==> src/rtl/mul_pkg.sv <==
// mul_pkg: shared multiplier types and sizing helpers
//   state_t   : IDLE / CALC / DONE sequencer states, 2-bit encoding
//   cnt_width : bits needed for an iteration counter that runs WIDTH-1 down to 0
package mul_pkg;
   typedef enum logic [1:0] {IDLE = 2'd0, CALC = 2'd1, DONE = 2'd2} state_t;
   function automatic int cnt_width(input int w);
      return $clog2(w);
   endfunction
endpackage

==> src/rtl/seq_multiplier.sv <==
// seq_multiplier: iterative radix-2 shift-add multiplier, signed or unsigned
//   clk, rst         : clock, asynchronous active-high reset
//   start, is_signed : request and mode, sampled in IDLE with operands a, b
//   busy, done       : busy in CALC/DONE, done pulses one cycle with a valid product
//   product          : 2*WIDTH result register, written only on CALC->DONE
module seq_multiplier
   import mul_pkg::*;
#(
   parameter int WIDTH = 32
) (
   input  logic                 clk,
   input  logic                 rst,
   input  logic                 start,
   input  logic                 is_signed,
   input  logic [WIDTH-1:0]     a,
   input  logic [WIDTH-1:0]     b,
   output logic                 busy,
   output logic                 done,
   output logic [2*WIDTH-1:0]   product
);
   localparam int CW = cnt_width(WIDTH);
   state_t               state_q, state_d;
   logic [2*WIDTH-1:0]   acc_q, acc_d, mcand_q, mcand_d, prod_q, prod_d, acc_sum;
   logic [WIDTH-1:0]     mplier_q, mplier_d, mag_a, mag_b;
   logic [CW-1:0]        cnt_q, cnt_d;
   logic                 neg_q, neg_d;
   // The most-negative operand negates to itself, which is its correct unsigned magnitude.
   assign mag_a = (is_signed && a[WIDTH-1]) ? -a : a;
   assign mag_b = (is_signed && b[WIDTH-1]) ? -b : b;
   always_comb begin
      state_d  = state_q;
      acc_d    = acc_q;
      mcand_d  = mcand_q;
      mplier_d = mplier_q;
      cnt_d    = cnt_q;
      neg_d    = neg_q;
      prod_d   = prod_q;
      acc_sum  = acc_q + (mplier_q[0] ? mcand_q : '0);
      case (state_q)
         IDLE: if (start) begin
            mcand_d  = {{WIDTH{1'b0}}, mag_a};
            mplier_d = mag_b;
            neg_d    = is_signed & (a[WIDTH-1] ^ b[WIDTH-1]);
            acc_d    = '0;
            cnt_d    = CW'(WIDTH - 1);
            state_d  = CALC;
         end
         CALC: begin
            acc_d    = acc_sum;
            mcand_d  = mcand_q << 1;
            mplier_d = mplier_q >> 1;
            cnt_d    = cnt_q - 1'b1;
            if (cnt_q == '0) begin
               prod_d  = neg_q ? -acc_sum : acc_sum;
               cnt_d   = '0;
               state_d = DONE;
            end
         end
         DONE:    state_d = IDLE;
         default: state_d = IDLE;
      endcase
   end
   always_ff @(posedge clk or posedge rst) begin
      if (rst) begin
         state_q  <= IDLE;
         acc_q    <= '0;
         mcand_q  <= '0;
         mplier_q <= '0;
         cnt_q    <= '0;
         neg_q    <= 1'b0;
         prod_q   <= '0;
      end else begin
         state_q  <= state_d;
         acc_q    <= acc_d;
         mcand_q  <= mcand_d;
         mplier_q <= mplier_d;
         cnt_q    <= cnt_d;
         neg_q    <= neg_d;
         prod_q   <= prod_d;
      end
   end
   assign busy    = state_q != IDLE;
   assign done    = state_q == DONE;
   assign product = prod_q;
endmodule

==> config.mk <==
export PLATFORM = sky130hd
export DESIGN_NAME = seq_multiplier
export DESIGN_NICKNAME = d
export VERILOG_FILES = /design/src/rtl/mul_pkg.sv /design/src/rtl/seq_multiplier.sv
export SDC_FILE = /design/constraint.sdc
export NUM_CORES = 1
export LEC_CHECK = 0
export CAP_MARGIN = 20
export CORE_ASPECT_RATIO = 0.8
export CORE_UTILIZATION = 40
export CTS_BUF_LIST = sky130_fd_sc_hd__clkbuf_4
export DETAILED_ROUTE_END_ITERATION = 7
export PLACE_DENSITY = 0.54
export REMOVE_ABC_BUFFERS = 1
export SYNTH_ARGS = -nofsm -noshare
export SYNTH_HDL_FRONTEND = slang
export SYNTH_SLANG_ARGS = --single-unit
==> constraint.sdc <==
create_clock -name clk -period 10.4 [get_ports clk]
set_clock_uncertainty 0.05 [all_clocks]
set_input_delay 2.6 -clock clk [delete_from_list [all_inputs] [get_ports clk]]
set_output_delay 2.6 -clock clk [all_outputs]
set_load 0.01 [all_outputs]
After elaboration in Yosys (flattened, before gate mapping)
Cells that the tools add are included.
Word-level totals
  bits in registers: 232
  bits of input ports: 68
  output and inout port bits: 66
  word-level logic and storage cells: 44
Operators by class
  add/sub/neg operators: 5
  equality and inequality tests: 4
  mux-type cells: 16
  bitwise gates (word level): 2
  reduce and logical (&&, ||, !) cells: 10
Operator list (count)
  64-bit two-way mux: 4
  64-bit case mux with 2 select lines: 2
  32-bit two-way mux: 3
  64-bit adder: 1
  32-bit negator: 2
  64-bit negator: 1
  32-bit case mux with 2 select lines: 1
  5-bit two-way mux: 2
  5-bit case mux with 2 select lines: 1
  2-bit AND reduction: 4
  5-bit zero test: 1
  5-bit by 1-bit subtractor with 5-bit output (second input constant): 1
  2-bit two-way mux: 2
  2-bit != test (second input constant): 2
  2-bit case mux with 2 select lines: 1
  2-bit nonzero test: 2
  2-bit by 1-bit == test with 1-bit output (second input constant): 1
  2-bit == test (second input constant): 1
  1-bit logical AND: 2
  2-bit zero test: 1
  1-bit AND: 1
  1-bit bitwise XOR: 1

Longest topological paths before layout
  depth in word-level cells: 4
  mapped depth: 18
  gate-level depth less buffers: 16

Least setup slack after synthesis
No wires, ideal clock.
  kind: input to register
  from: in a[13]
  to: reg mcand_q[30]
  library setup time: 133 ps
  arrival time: 5524 ps
  required time: 10217 ps
  setup slack: 4693 ps
  stages: 11
  buffers on the path: 0
  cell sequence: or4_1 -> or3_1 -> nor3_1 -> nand2b_1 -> or3_1 -> or3_1 -> or4_1 -> or2_2 -> o21ai_0 -> xor2_1 -> o21ai_0
On the way
  word-level cells in the longest chain between the ends: 4
Ends and longest elaborated chain
  start: declaration: RTL line seq_multiplier.sv:15  | input logic [WIDTH-1:0] a,
  32-bit negator: RTL line seq_multiplier.sv:28  | assign mag_a = (is_signed && a[WIDTH-1]) ? -a : a;
  32-bit two-way mux: RTL line seq_multiplier.sv:28
  64-bit two-way mux: RTL line seq_multiplier.sv:40  | IDLE: if (start) begin
  64-bit case mux with 2 select lines: RTL line seq_multiplier.sv:39  | case (state_q)
  end signal: assignment: RTL line seq_multiplier.sv:75  | mcand_q <= mcand_d;
  end: declaration: RTL line seq_multiplier.sv:23  | logic [2*WIDTH-1:0] acc_q, acc_d, mcand_q, mcand_d, prod_q, prod_d, acc_sum;
Every way passes these cells. The select of a mux whose other input is x is not followed.
A chain may end at the register's enable or synchronous reset.

Final worst setup path
  from: reg mplier_q[0]
  to: reg prod_q[63] (netlist: product[63])
On the way
  word-level cells in the longest chain between the ends: 4
Ends and longest elaborated chain
  start: declaration: RTL line seq_multiplier.sv:24  | logic [WIDTH-1:0] mplier_q, mplier_d, mag_a, mag_b;
  start signal: assignment: RTL line seq_multiplier.sv:76  | mplier_q <= mplier_d;
  64-bit two-way mux (*): RTL line seq_multiplier.sv:38  | acc_sum = acc_q + (mplier_q[0] ? mcand_q : '0);
  64-bit adder (*): RTL line seq_multiplier.sv:38
  64-bit negator: RTL line seq_multiplier.sv:54  | prod_d = neg_q ? -acc_sum : acc_sum;
  64-bit two-way mux (*): RTL line seq_multiplier.sv:54
  end signal: assignment: RTL line seq_multiplier.sv:79  | prod_q <= prod_d;
  end: declaration: RTL line seq_multiplier.sv:23
Every way passes the cells marked *; elsewhere a longest branch is shown, timed or not.

==> out/results.env <==
GPL.FINAL_WEIGHTED_CONGESTION=0.9758
TOTAL_DETAILED_ROUTING_WIRELENGTH_MICRONS=53510
WORST-ENDPOINT-ARRIVAL_NS=6.98
FIN_TNS_SETUP_NS=0
MULTIINPUTGATEAREA_SQ_UM=10170
SETUP_REPAIR_AFTER_GLOBAL_ROUTING_MISSED_ITS_MARGIN='false'
LEAKAGEPOWER_nW=7.959
ANTENNA_FOUND_INITIAL=2
CLK_TRANSITION_REPORTED_PATHS_NS=0.06
HOLD_PATH.CLASS='flop to flop'
ROUTED_WIRE_LENGTH_PER_INSTANCE_MICRONS=19.82
SYNTH-COMPOUND-AREA-SHARE=0.2465
WORSTSETUPPATHTYPE='flop to flop'
CTSROOTBUFFERMASTER='clkbuf_4'
CTS-RESIZED-GATES=0
CAP_VIOL_MAX_COUNT=0
YOSYSSEQAREASHARE=0.3511
RR_STARTPOINT='mplier_q[0]$_DFFE_PP0P_'
NUM_CTS_BUFFERS=68
NETLIST_INSTANCES=2005
MIN-DELAY-START='product[11]$_DFFE_PP0P_'
POWER.INTERNAL_mW=2.910
SYNTHDISTINCTLIBCELLS=91
GRT_OVERFLOW_TOTAL=0
DRT_ITER0_DRC=1443
WORST_SETUP_PATH_END_KIND='flop'
RUN_STATUS='completed'
PORT_BUFFERS=133
DRT_PRE_ANTENNA_ITERS=5
SYNTH_SEQ_CELLS=232
CTS_SETUP_BUFFERS=0
POST_ROUTE_ANTENNA_NET_VIOLATION_COUNT=0
PLACEABLE_CORE_REGION_SQ_UM=40710
DIE-WIDTH_MICRONS=229.3
DIE-HEIGHT_MICRONS=183.9
ROUTE.DETAILED.VIAS_PER_INST=5.692
FP-ROW-COUNT=66
DESIGN.DIE.AREA_SQ_UM=42160
SHARE_OF_YOSYS_CELL_AREA_CLAIMED_BY_THE_TOP_AREA_CELL_TYPE=0.3511
WORSTHOLDPATHCELLS=2
NUMBER_OF_MAX_SLEW_VIOLATIONS_IN_THE_FINAL_REPORT=0
DRC_ERRORS=0
FINALHOLDVIOLATIONS=0
SYN-CELL-AREA_SQ_UM=16540
WORST_SLEW_PIN_TRAN_NS=1.105
SYNTH_ASYNC_SR_FLOP_SHARE=1.000
FINAL_NET_COUNT=2241
GRT_PASS1_VIAS=14260
POSTLAYOUTCELLAREA_SQ_UM=19120
START_KIND='flop'
LAYOUT_WORST_PATH_CYCLE_SHARE=0.6176
DRIVE_GT1_FRAC=0.08445
AREA_GROWTH_SYN_TO_LAYOUT_PCT=15.62
CTS.PATH.MAX_BUFFERS=3
SEQCELLAREA_SQ_UM=5807
POST-SYNTH-TOP-AREA-CELL='dfrtp_1'
CTS_MAX_LEVEL=3
MAX_TRANSITION_MARGIN=0.2592
SYNTH-SIMPLE-AREA-SHARE=0.2225
SYNTH_ENABLE_FLOP_CELLS=0
SWITCHINGPOWER_mW=2.769
LARGEST_NET_DEGREE_AT_THE_START_OF_GLOBAL_ROUTING=108
FILLER_CELL_COUNT=4031
CTS_NUM_SINKS=232
ADDER_CELL_FRACTION_OF_SYNTH_AREA=0.05191
REG2REG_SETUP_SLACK_NS=3.98
VIAS=15370
CTS_HOLD_BUF=0
SYNTHTOPCELLSBYAREA='dfrtp_1 (35%), o21ai_0 (8.5%), nand2_1 (7.1%), xor2_1 (5.1%), ha_1 (5.1%)'
CLOCK_LATENCY_NS=0.77
SEQUENTIALPOWERSHARE=0.267
TOTAL_SETUP_VIOLATIONS_REPORTED_AT_THE_END_OF_THE_FLOW=0
WIRE_LENGTH_OF_THE_FIRST_GLOBAL_ROUTING_PASS_MICRONS=83520
SYNTH_XOR_AREA_FRAC=0.08785
SYNTH_TOP_FAMILY_BY_AREA='compound AO/OA/AOI/OAI gates'
YOSYS_WARNINGS=0
GRT_USAGE=0.2537
POWER_SWITCHING_SHARE=0.4876
SYNTH.AREA.MUX_SHARE=0.004464
PLACED_CELL_AREA_SQ_UM=18240
POST-DP-HPWL_MICRONS=40490
MAX_FREQ_GHz=0.1557
POWER.CLOCK.FRACTION=0.156
HOLDPATHEND='product[11]$_DFFE_PP0P_'
REG2REG_DEPTH=15
SYN_AVG_CELL_AREA_SQ_UM=8.247
COMBINATIONALPOWERSHARE=0.577
R2R_END='product[63]$_DFFE_PP0P_'
P_PER_AREA_nW_PER_UM2=297.0
CRITICAL_PATH_REQUIRED_NS=10.95
POST-ROUTE-MIN-PERIOD_NS=6.423
INITIAL_CORE_UTIL=0.4062
IO_PINS=134
DOMINANTREGCELLSYNTH='dfrtp_1'
TRITONCTS='done'
CRIT_PATH_MAX_FANOUT=64
IR_WORST_VDD_mV=0.1018
[how the worst max path moves through the flow]
stage,from,endpoint,cells after the start
2_1_floorplan,state_q[1]$_DFFE_PP0P_,mcand_q[1]$_DFFE_PP0P_,3
3_3_place_gp,a[13],mcand_q[30]$_DFFE_PP0P_,12
3_5_place_dp,a[13],mcand_q[30]$_DFFE_PP0P_,12
4_1_cts,mplier_q[0]$_DFFE_PP0P_,product[63]$_DFFE_PP0P_,15
5_1_grt,mplier_q[0]$_DFFE_PP0P_,product[63]$_DFFE_PP0P_,15
6_report,mplier_q[0]$_DFFE_PP0P_,product[63]$_DFFE_PP0P_,15
[layout make-up]
cell class | count | area share
clock inverter | 19 | 0.006414
clock buffer | 101 | 0.03966
inverter | 25 | 0.005301
sequential | 232 | 0.3037
timing repair buffer | 152 | 0.07709
antenna | 1 | 0.0001309
multi-input combinational | 1626 | 0.5321
tap | 544 | 0.03560
[sequential cells by signal, indices dropped and copies added, names as in the netlist]
signal / cells
mcand_q: 64
state_q: 2
neg_q: 1
cnt_q: 5
mplier_q: 32
acc_q: 64
product: 64
[layout by cell type (no fill, tap or decap), types with 25 or more instances in the layout]
| cell | count |
|---|---|
| nand2_1 | 312 |
| o21ai_0 | 282 |
| dfrtp_1 | 231 |
| clkdlybuf4s50_1 | 133 |
| a21oi_1 | 106 |
| clkbuf_4 | 101 |
| xor2_1 | 97 |
| nor2_1 | 91 |
| and2_1 | 79 |
| nand3_1 | 69 |
| xnor2_1 | 67 |
| ha_1 | 67 |
| a22oi_1 | 63 |
| nand4_1 | 37 |
| o31ai_1 | 34 |
| nor3_1 | 25 |
[logic make-up (layout without fill, tap and decap cells)]
group | count (synthesis) | after routing
other cells | 0 | 1
flops | 232 | 232
buf+inv | 147 | 297
fa+ha+maj | 68 | 68
xor+xnor | 165 | 165
mux | 7 | 7
compound gates | 644 | 644
simple gates | 742 | 742
[synth_stat cells, types with 34 or more instances]
library cell  instances
nand2_1             313
o21ai_0             282
dfrtp_1             232
a21oi_1             106
clkbuf_1            105
xor2_1               97
nor2_1               92
and2_1               79
nand3_1              69
ha_1                 67
xnor2_1              67
a22oi_1              63
nand4_1              37
o31ai_1              34
[critical path, stage by stage, from the launching register on]
cell and delay (ns):
dfrtp_1 0.38, buf_4 0.29, and2_1 0.26, ha_1 0.51
nand4_1 0.22, nor2_1 0.25, nand4_1 0.23, a211oi_1 0.97
nor3_1 0.17, o41ai_1 0.65, xor2_1 0.29, or4_1 0.65
or4b_1 0.69, o41ai_2 0.37, xnor2_1 0.16, o21ai_1 0.07
[through the flow]
step                instances  utilization  power [mW]  worst slack (ns)  hold slack [ns]
floorplan                1883            -       3.566            0.7767           0.3967
global placement         2579       0.4479       4.714             4.012           0.4058
detailed placement       2579       0.4479       4.740             3.948           0.4099
CTS                      2699       0.4695       5.663             4.053           0.4228
global route             2700       0.4696       6.115             3.608           0.4351
finish                   2700       0.4696       5.678             3.977           0.4221
[power groups by stage]
stage | registers, mW | clock network (mW) | logic [mW]
floorplan | 1.49 | 0 | 2.08
global placement | 1.53 | 0 | 3.19
detailed placement | 1.52 | 0 | 3.22
CTS | 1.51 | 0.921 | 3.23
global route | 1.56 | 0.971 | 3.59
finish | 1.52 | 0.888 | 3.27
[metal layers]
layer	up-vias	routed length [microns]	track usage
met3	58	4368	0.06095
li1	7514	-	-
met4	0	764	0.06160
met2	507	19950	0.3264
met1	7290	28430	0.4082
met5	-	0	0
(Power assumes the default switching activity.)
